File: src/rtl/spi_arbiter.sv
// Two-requester round-robin arbiter that owns one SPI mode-0 master.
// The winner's word goes out MSB first; the word received on MISO is returned on rdata.
module spi_arbiter #(
  parameter int DATA_W   = 16,
  parameter int HALF_DIV = 25
) (
  input  logic              CLK,
  input  logic              RST,
  input  logic              req0,
  input  logic              req1,
  input  logic [DATA_W-1:0] wdata0,
  input  logic [DATA_W-1:0] wdata1,
  output logic              gnt0,
  output logic              gnt1,
  output logic              done0,
  output logic              done1,
  output logic [DATA_W-1:0] rdata,
  output logic              busy,
  output logic              SCLK,
  output logic              CS_N,
  output logic              MOSI,
  input  logic              MISO
);

  localparam int BIT_W = $clog2(DATA_W + 1);
  localparam logic [7:0]       HALF_LAST = 8'(HALF_DIV - 1);
  localparam logic [BIT_W-1:0] BIT_LAST  = BIT_W'(DATA_W - 1);
  localparam logic [BIT_W-1:0] BIT_END   = BIT_W'(DATA_W);
  localparam logic [BIT_W-1:0] BIT_ONE   = BIT_W'(1);

  typedef enum logic [2:0] {
    IDLE,
    SETUP,
    SHIFT,
    HOLD,
    GAP
  } state_t;

  state_t            state_reg;
  logic [7:0]        half_cnt_reg;
  logic [BIT_W-1:0]  bit_cnt_reg;
  logic [DATA_W-1:0] tx_reg;
  logic [DATA_W-1:0] rx_reg;
  logic [DATA_W-1:0] rdata_reg;
  logic              owner_reg;
  logic              last_reg;
  logic              gnt0_reg;
  logic              gnt1_reg;
  logic              done0_reg;
  logic              done1_reg;
  logic              busy_reg;
  logic              sclk_reg;
  logic              cs_n_reg;
  logic              mosi_reg;

  logic half_end;
  logic pick1;

  assign half_end = (half_cnt_reg == HALF_LAST);

  // last_reg holds the requester granted most recently; a tie goes to the other one.
  always_comb begin
    pick1 = 1'b0;
    if (req0 && req1) begin
      pick1 = ~last_reg;
    end else if (req1) begin
      pick1 = 1'b1;
    end
  end

  always_ff @(posedge CLK) begin
    if (RST) begin
      state_reg    <= IDLE;
      half_cnt_reg <= '0;
      bit_cnt_reg  <= '0;
      tx_reg       <= '0;
      rx_reg       <= '0;
      rdata_reg    <= '0;
      owner_reg    <= 1'b0;
      last_reg     <= 1'b1;
      gnt0_reg     <= 1'b0;
      gnt1_reg     <= 1'b0;
      done0_reg    <= 1'b0;
      done1_reg    <= 1'b0;
      busy_reg     <= 1'b0;
      sclk_reg     <= 1'b0;
      cs_n_reg     <= 1'b1;
      mosi_reg     <= 1'b0;
    end else begin
      gnt0_reg  <= 1'b0;
      gnt1_reg  <= 1'b0;
      done0_reg <= 1'b0;
      done1_reg <= 1'b0;
      case (state_reg)
        IDLE: begin
          if (req0 || req1) begin
            state_reg    <= SETUP;
            half_cnt_reg <= '0;
            bit_cnt_reg  <= '0;
            owner_reg    <= pick1;
            last_reg     <= pick1;
            gnt0_reg     <= ~pick1;
            gnt1_reg     <= pick1;
            tx_reg       <= pick1 ? wdata1 : wdata0;
            mosi_reg     <= pick1 ? wdata1[DATA_W-1] : wdata0[DATA_W-1];
            rx_reg       <= '0;
            cs_n_reg     <= 1'b0;
            busy_reg     <= 1'b1;
          end
        end
        SETUP: begin
          if (half_end) begin
            state_reg    <= SHIFT;
            half_cnt_reg <= '0;
            sclk_reg     <= 1'b1;
            rx_reg       <= {rx_reg[DATA_W-2:0], MISO};
          end else begin
            half_cnt_reg <= half_cnt_reg + 8'd1;
          end
        end
        SHIFT: begin
          if (!half_end) begin
            half_cnt_reg <= half_cnt_reg + 8'd1;
          end else begin
            half_cnt_reg <= '0;
            if (sclk_reg) begin
              sclk_reg    <= 1'b0;
              bit_cnt_reg <= bit_cnt_reg + BIT_ONE;
              // The last falling edge leaves the final bit on MOSI through HOLD.
              if (bit_cnt_reg != BIT_LAST) begin
                tx_reg   <= {tx_reg[DATA_W-2:0], 1'b0};
                mosi_reg <= tx_reg[DATA_W-2];
              end
            end else if (bit_cnt_reg == BIT_END) begin
              state_reg <= HOLD;
            end else begin
              sclk_reg <= 1'b1;
              rx_reg   <= {rx_reg[DATA_W-2:0], MISO};
            end
          end
        end
        HOLD: begin
          if (half_end) begin
            state_reg    <= GAP;
            half_cnt_reg <= '0;
            cs_n_reg     <= 1'b1;
            mosi_reg     <= 1'b0;
            rdata_reg    <= rx_reg;
            done0_reg    <= ~owner_reg;
            done1_reg    <= owner_reg;
          end else begin
            half_cnt_reg <= half_cnt_reg + 8'd1;
          end
        end
        GAP: begin
          if (half_end) begin
            state_reg    <= IDLE;
            half_cnt_reg <= '0;
            busy_reg     <= 1'b0;
          end else begin
            half_cnt_reg <= half_cnt_reg + 8'd1;
          end
        end
        default: begin
          state_reg <= IDLE;
        end
      endcase
    end
  end

  assign gnt0  = gnt0_reg;
  assign gnt1  = gnt1_reg;
  assign done0 = done0_reg;
  assign done1 = done1_reg;
  assign rdata = rdata_reg;
  assign busy  = busy_reg;
  assign SCLK  = sclk_reg;
  assign CS_N  = cs_n_reg;
  assign MOSI  = mosi_reg;

endmodule

File: config.mk
export PLATFORM = sky130hd
export DESIGN_NAME = spi_arbiter
export DESIGN_NICKNAME = d
export VERILOG_FILES = /design/src/rtl/spi_arbiter.sv
export SDC_FILE = /design/constraint.sdc
export NUM_CORES = 1
export LEC_CHECK = 0
export CAP_MARGIN = 20
export CORE_UTILIZATION = 50
export DETAILED_ROUTE_END_ITERATION = 8
export PLACE_DENSITY = 0.78
export SLEW_MARGIN = 20
export SYNTH_ARGS = -nofsm -noshare
export SYNTH_HDL_FRONTEND = slang
export SYNTH_SLANG_ARGS = --single-unit
File: constraint.sdc
create_clock -name CLK -period 2.9 [get_ports CLK]
set_clock_uncertainty 0.2 [all_clocks]
set_input_delay 0.435 -clock CLK [delete_from_list [all_inputs] [get_ports CLK]]
set_output_delay 0.435 -clock CLK [all_outputs]
set_load 0.01 [all_outputs]
Yosys cells after proc, flatten, opt, wreduce, memory -nomap -nowiden
Index checks and enable logic that the tools add are counted.
{ "classes": {"n_addsub": 2, "n_eq_ne": 17, "mux": 45, "bitwise_logic": 7, "n_reduce_logical": 24} }
{ "ops": {"columns": ["op", "count"], "rows": [
  ["16-bit two-way mux", 5],
  ["15-bit two-way mux", 5],
  ["16-bit one-hot mux with 3 select lines", 1],
  ["15-bit one-hot mux with 2 select lines", 1],
  ["3-bit two-way mux", 7],
  ["2-bit != test (second input constant)", 10],
  ["8-bit two-way mux", 2],
  ["8-bit one-hot mux with 2 select lines", 1],
  ["5-bit two-way mux", 3],
  ["3-bit one-hot mux with 5 select lines", 1],
  ["1-bit two-way mux", 14],
  ["6-bit AND reduction", 2],
  ["5-bit one-hot mux with 2 select lines", 1],
  ["2-bit nonzero test", 5],
  ["3-bit AND reduction", 3],
  ["8-bit by 1-bit adder with 8-bit output (second input constant)", 1],
  ["8-bit by 5-bit equality test with 1-bit output (second input constant)", 1],
  ["1-bit NOT", 7],
  ["7-bit AND reduction", 1],
  ["3-bit by 2-bit equality test with 1-bit output (second input constant)", 2],
  ["1-bit one-hot mux with 2 select lines", 3],
  ["2-bit AND reduction", 3],
  ["3-bit nonzero test", 2],
  ["3-bit OR reduction", 2],
  ["other kinds (12)", 12]
]} }
{ "word_totals": {"ff_bits": 73, "in_bits": 37, "output_inout_bits": 24} }

Depth between registers and ports, before layout
Gate-level depths: netlist of run 1.
{ "logic_depth": {"ltp_word": 5, "ltp_mapped": 9, "mapped_depth_nobuf": 6} }

Worst setup path after synthesis of run 1
No wires, ideal clock.
{ "synth_timing": {"path_type": "register to register", "from": "register half_cnt_reg[0]", "to": "register rx_reg[15]", "setup_time_ns": 0.121, "arrival_ns": 1.703, "required_time_ns": 2.579, "slack_ns": 0.876, "path_stages_with_launch": 9, "path_buffers": 2, "period_less_slack_ns": 2.024, "cell_sequence": "dfxtp_1 > inv_1 > ha_1 > and4bb_1 > buf_6 > nand2_4 > a2111o_1 > buf_6 > mux2_4"} }
{ "synth_via": {"elab_chain_cells": 3} }
{ "synth_rtl": {"columns": ["item", "line", "text"], "rows": [
  ["start: declaration", "40", "logic [7:0] half_cnt_reg;"],
  ["start signal: assignment", "118", "half_cnt_reg <= half_cnt_reg + 8'd1;"],
  ["start signal: assignment", "123", "half_cnt_reg <= half_cnt_reg + 8'd1;"],
  ["start signal: assignment", "152", "half_cnt_reg <= half_cnt_reg + 8'd1;"],
  ["8-bit by 5-bit equality test with 1-bit output *", "59", "assign half_end = (half_cnt_reg == HALF_LAST);"],
  ["2-bit != test (no source line)", null, null],
  ["6-bit AND reduction (no source line) *", null, null],
  ["end signal: assignment", "116", "rx_reg <= {rx_reg[DATA_W-2:0], MISO};"],
  ["end signal: assignment", "138", "rx_reg <= {rx_reg[DATA_W-2:0], MISO};"],
  ["end: declaration", "43", "logic [DATA_W-1:0] rx_reg;"]
]} }
Mark *: on every way between the ends. The rest lies on a longest branch, timed or not.
A chain may end at the register's enable or synchronous reset.

Worst setup path after layout of run 1
{ "layout_timing": {"from": "register half_cnt_reg[0]", "to": "register tx_reg[13]"} }
{ "layout_via": {"elab_chain_cells": 3} }
{ "layout_rtl": {"columns": ["item", "line", "text"], "rows": [
  ["8-bit by 5-bit equality test with 1-bit output", "59", null],
  ["2-bit != test (no source line)", null, null],
  ["5-bit AND reduction (no source line)", null, null],
  ["end signal: assignment", "104", "tx_reg <= pick1 ? wdata1 : wdata0;"],
  ["end signal: assignment", "131", "tx_reg <= {tx_reg[DATA_W-2:0], 1'b0};"],
  ["end: declaration", "42", "logic [DATA_W-1:0] tx_reg;"]
]} }
Every way passes these cells.

==> metrics, run 1 <==
Max Root-Sink Buffers 2; clock share of power 26.1%; total track usage 21.3%; most instantiated cells after synthesis 73 x dfxtp_1, 60 x mux2i_1, 57 x nand2_1, 37 x nor2_1, 15 x clkbuf_1; RSZ-0062 raised after global routing false; ys async rst share 0%; status completed; synthesized net count 432; Root Buffer clkbuf_8; # rows 30; Setup CP Type flip-flop to flip-flop; Switching Share 34.7%; grt total ovfl 0; Sink Count 73; first-pass GRT wire length 12,700 um; largest net degree at the start of global routing 31; Initial DRT Pass Iterations 4; count leader, synth dfxtp_1; P_sw 1.17 mW; chip width 87.1 um; Util after Layout 64.4%; Final ANT Viol Nets 0; number of max-cap violations 0; drt drc 0; post-DR vias/cell 5.39; area grow syn2layout 22.8%; R2R Path Start half_cnt_reg[0]; Slew Viols, Final 0; Slew headroom 59.0%; Slew @ Worst Pin 613 ps; synthesized cell area 3620 um2; Worst R2R Setup Slack 560 ps; Final period util 80.6%; cells after synthesis 390; I/O Pins 61; synth warn 0; Yosys top cell by area dfxtp_1; initial antenna violation count 0; Seq cells post-synth 73; fraction of post-synthesis cell area in the top cell type by area 40.4%; Arrival @ worst endpoint 2410 ps; final hold violations 0; TritonCTS clock tree yes; sequential-to-total area share from yosys stat 40.4%; Post-synth EDFFs 0; CP startpoint half_cnt_reg[0]; setup bufs post-CTS 0; final WL 7320 um; Final setup viols 0; Logic pwr share 35.9%; vias 2,915; Setup crit end tx_reg[13]; fmax 428 MHz; DP HPWL 5170 um; Die Ht 87.1 um; PwrDens 755 nW/um2; GPL Wtd Cong 0.789; Post-Syn Area per Cell 9.28 um2; crit path launch type flip-flop; # hold bufs at CTS 0; worst r2r dst tx_reg[13]; n_diodes 0; worst-skew pair later-pin latency 350 ps; Final min period 2340 ps; top cells by area, synth dfxtp_1 40%, mux2i_1 17%, nand2_1 5.9%, nor2_1 3.8%, a211o_1 3.4%; vias in the first global route 2,813; Worst Path Max Fanout 11; number of H-tree levels 3; Int Pwr 2.19 mW; First DRT Iteration DRCs 215; Hold WS 258 ps; initial core utilization 52.4%; Final TNS setup 0 ps; Routed WL per cell 13.5 um; Reg2Reg Depth 6; unique cell type count in the Yosys netlist 63; WP data required 2970 ps; Clk pin slew, worst setup/hold paths 80 ps; Max IR drop VDD 0.000335 V; Buffers on Ports 60; Hold Path Class flip-flop to flip-flop; clock buffer count from CTS 9; Post-layout nets 482; share of layout cells above drive strength 1 9.66%; top_reg_cell synth dfxtp_1; Worst Setup End Kind flip-flop; P_leak 1.87 nW; Post-CTS Resized 0; Fillers 570; Flop pwr share 38.0%; die area 7580 um2; Std-Cell Core Area 6910 um2
stage by stage:
| step | power (mW) | instance area [um2] | worst slack, ps | std cells |
|---|---|---|---|---|
| floorplan | 2.32 | 3620 | 876 | 390 |
| global placement | 2.47 | 4230 | 494 | 525 |
| detailed placement | 2.50 | 4230 | 452 | 525 |
| CTS | 3.38 | 4450 | 566 | 541 |
| global route | 3.56 | 4450 | 345 | 541 |
| finish | 3.36 | 4450 | 562 | 541 |
area by class of cell:
type | count | area, um2 | area share, %
sequential | 73 | 1460 | 32.9
tap | 96 | 120 | 2.70
inverter | 9 | 33.8 | 0.760
clock inverter | 6 | 92.6 | 2.08
timing repair buffer | 69 | 663 | 14.9
clock buffer | 10 | 128 | 2.87
multi-input combinational | 278 | 1950 | 43.8
layer usage:
metal / global-route usage, % / vias up / wire length, um
li1: - / 1477 / -
met1: 27.8 / 1358 / 3450
met5: 0 / - / 0
met4: 9.85 / 0 / 159
met3: 4.17 / 12 / 296
met2: 34.0 / 68 / 3420
cell usage in the layout, fill, tap and decap left out, types with 6 or more instances in the layout:
cell type | netlist | final
clkdlybuf4s50_1 | 0 | 59
nor3_1 | 8 | 8
nand3_1 | 6 | 6
nand2_1 | 57 | 57
mux2i_1 | 60 | 60
a21oi_1 | 7 | 7
dfxtp_1 | 73 | 73
inv_1 | 8 | 8
clkbuf_8 | 0 | 9
nor2_1 | 37 | 37
buf_4 | 3 | 9
a211o_1 | 14 | 14
how the worst min path moves through the flow:
stage	slack [ps]	startpoint	depth (start not counted)	to
finish	260	tx_reg[14]	2	tx_reg[14]
global route	290	tx_reg[14]	2	tx_reg[14]
CTS	260	tx_reg[6]	2	tx_reg[6]
detailed placement	250	tx_reg[14]	2	tx_reg[14]
global placement	240	owner_reg	1	done0
floorplan	220	owner_reg	1	done0
worst max-delay path, stage by stage (launching register included):
cell and delay [ps]:
dfxtp_1 350, inv_1 80, ha_1 140, and4bb_1 470, a21boi_1 210, a2111oi_1 560, mux2i_1 250
cells by family after synthesis:
family | Yosys count | synth area share, %
AO/OA/AOI/OAI | 58 | 13.0
XOR/XNOR | 5 | 1.42
adder cells (fa/ha/maj) | 5 | 1.73
buffers and inverters | 39 | 5.91
flip-flops | 73 | 40.4
multiplexers | 66 | 18.6
AND/OR/NAND/NOR | 144 | 19.0
power by group through the flow:
stage	combinational [mW]	clock, mW	sequential, mW
3_3_place_gp	1.18	0	1.29
5_1_grt	1.33	0.933	1.30
3_5_place_dp	1.21	0	1.30
6_report	1.21	0.875	1.28
2_1_floorplan	1.07	0	1.25
4_1_cts	1.21	0.895	1.28
Note: power is estimated with default switching activity, not from simulation.
==> inputs of run 2 (changes only) <==
clock period = 2.4 ns   (was 2.9 ns; I/O delays follow)
==> run 2 against run 1 <==
Effect of this change:
- total power increased by 26%
- via count increased by 1.3%
- global-route usage decreased by 0.42 points
- final area increased by 2.3%
- die area unchanged
- sequential cell count unchanged
- critical path depth increased by 1
- first-iteration DRC count decreased by 16%
- highest routed layer unchanged
==> metrics, run 2 (synthesized netlist as in run 1, its figures left out) <==
design area 4550 um2 (+2.3%); Fillers 582 (+2.1%); Routed WL per cell 13.1 um (-2.9%); Buffers on Ports 60 (unchanged); Final TNS setup 0 ps (unchanged); initial core utilization 52.4% (unchanged); Setup CP Type flip-flop to flip-flop; Root Buffer clkbuf_8; Hold Path Class input port to flip-flop; WP data required 2460 ps (-510 ps); vias 2,954 (+1.3%); n_diodes 0 (unchanged); chip width 87.1 um (unchanged); Final ANT Viol Nets 0 (unchanged); Slew headroom 55.2% (-3.8 points); Worst R2R Setup Slack 200 ps (-370 ps); drt drc 0 (unchanged); routed wl met3 386 um (+30%); fmax 454 MHz (+6.0%); Reg2Reg Depth 7 (+1); Top Metal Used met4; Final min period 2200 ps (-133 ps); worst r2r dst tx_reg[10]; Slew Viols, Final 0 (unchanged); share of layout cells above drive strength 1 11.3% (+1.6 points); Slew @ Worst Pin 663 ps (+50.1 ps); PwrDens 929 nW/um2 (+23%); final WL 7200 um (-1.7%); dpl cell area 4330 um2 (+2.4%); largest net degree at the start of global routing 31 (unchanged); Std-Cell Core Area 6910 um2 (unchanged); die area 7580 um2 (unchanged); GPL Wtd Cong 0.866 (+9.8%); number of max-cap violations 0 (unchanged); commonest cells after routing, fill and taps aside 73 x dfxtp_1, 60 x mux2i_1, 59 x clkdlybuf4s50_1, 57 x nand2_1, 37 x nor2_1; initial antenna violation count 0 (unchanged); Arrival @ worst endpoint 2260 ps (-150 ps); P_leak 1.93 nW (+3.0%); Final period util 91.9% (+11 points); M1 wire length 3410 um (-0.99%); status completed; crit path launch type flip-flop; area grow syn2layout 25.6%; I/O Pins 61 (unchanged); WL met2 3340 um (-2.3%); Clk pin slew, worst setup/hold paths 80 ps (about the same); Worst Path Max Fanout 13 (+2); number of H-tree levels 3 (unchanged); CP startpoint half_cnt_reg[0]; FF/Latch Area 1460 um2 (unchanged); Setup crit end tx_reg[10]; DP HPWL 5150 um (-0.49%); commonest non-fill, non-tap cell in the layout dfxtp_1; grt total ovfl 0 (unchanged); R2R Path Start half_cnt_reg[0]; Initial DRT Pass Iterations 4 (unchanged); Hold WS 183 ps (-74.9 ps); final hold violations 0 (unchanged); First DRT Iteration DRCs 181 (-16%); Max Root-Sink Buffers 2 (unchanged); post-DR vias/cell 5.39 (about the same); Post-layout nets 489 (+1.5%); multi-input logic area 1950 um2 (unchanged); Max IR drop VDD 0.000487 V (+45%); total track usage 20.9% (-0.42 points); vias in the first global route 2,837 (+0.85%); # rows 30 (unchanged); RSZ-0062 raised after global routing false; worst-skew pair later-pin latency 340 ps (about the same); Sink Count 73 (unchanged); clock buffer count from CTS 9 (unchanged); TritonCTS clock tree yes; Final setup viols 0 (unchanged); first-pass GRT wire length 12,600 um (-0.49%); # hold bufs at CTS 0 (unchanged); Worst Setup End Kind flip-flop; Die Ht 87.1 um (unchanged); Util after Layout 65.8% (+1.4 points)
[run 2: area by class of cell]
cell class | count | area share [%]
timing repair buffer | 76 | 16.8
clock inverter | 6 | 1.98
clock buffer | 10 | 2.81
tap | 96 | 2.64
sequential | 73 | 32.1
inverter | 9 | 0.743
multi-input combinational | 278 | 42.8
[run 2: per-layer routing]
layer,track usage [%],up-vias
met5,0,-
met4,5.61,0
met3,4.74,5
met2,34.6,93
met1,27.3,1356
li1,-,1500
[run 2: timing repair]
item / CTS / global route
buffers inserted: 0 / 0
endpoints found under the setup margin: 0 / 15
resized for setup: 0 / 1
[run 2: critical path, stage by stage, from the launching register on]
cell	delay [ps]
dfxtp_1	340
inv_1	80
ha_1	150
and4bb_2	410
a21boi_1	180
a2111o_1	420
buf_12	170
mux2i_1	170
[run 2: power by group]
| part | total, mW | switching (mW) | internal, mW |
|---|---|---|---|
| registers | 1.54 | 0.152 | 1.39 |
| logic | 1.63 | 0.820 | 0.812 |
| clock network | 1.05 | 0.465 | 0.590 |
[run 2: per-stage QoR]
step / std cells / total power [mW] / worst slack [ps]
floorplan: 390 / 2.81 / 376
global placement: 532 / 3.15 / 130
detailed placement: 532 / 3.19 / 78.6
CTS: 548 / 4.24 / 64.7
global route: 548 / 4.47 / 92.8
finish: 548 / 4.23 / 195
[run 2: worst min path at each step]
stage | from | endpoint | slack [ps] | cells after the start
after detailed placement | owner_reg | done0 | 250 | 1
final | RST | rdata[15] | 180 | 2
after floorplan | owner_reg | done0 | 220 | 1
after global placement | tx_reg[13] | tx_reg[13] | 240 | 2
after CTS | RST | rdata[15] | 170 | 2
after global routing | RST | rdata[0] | 200 | 2
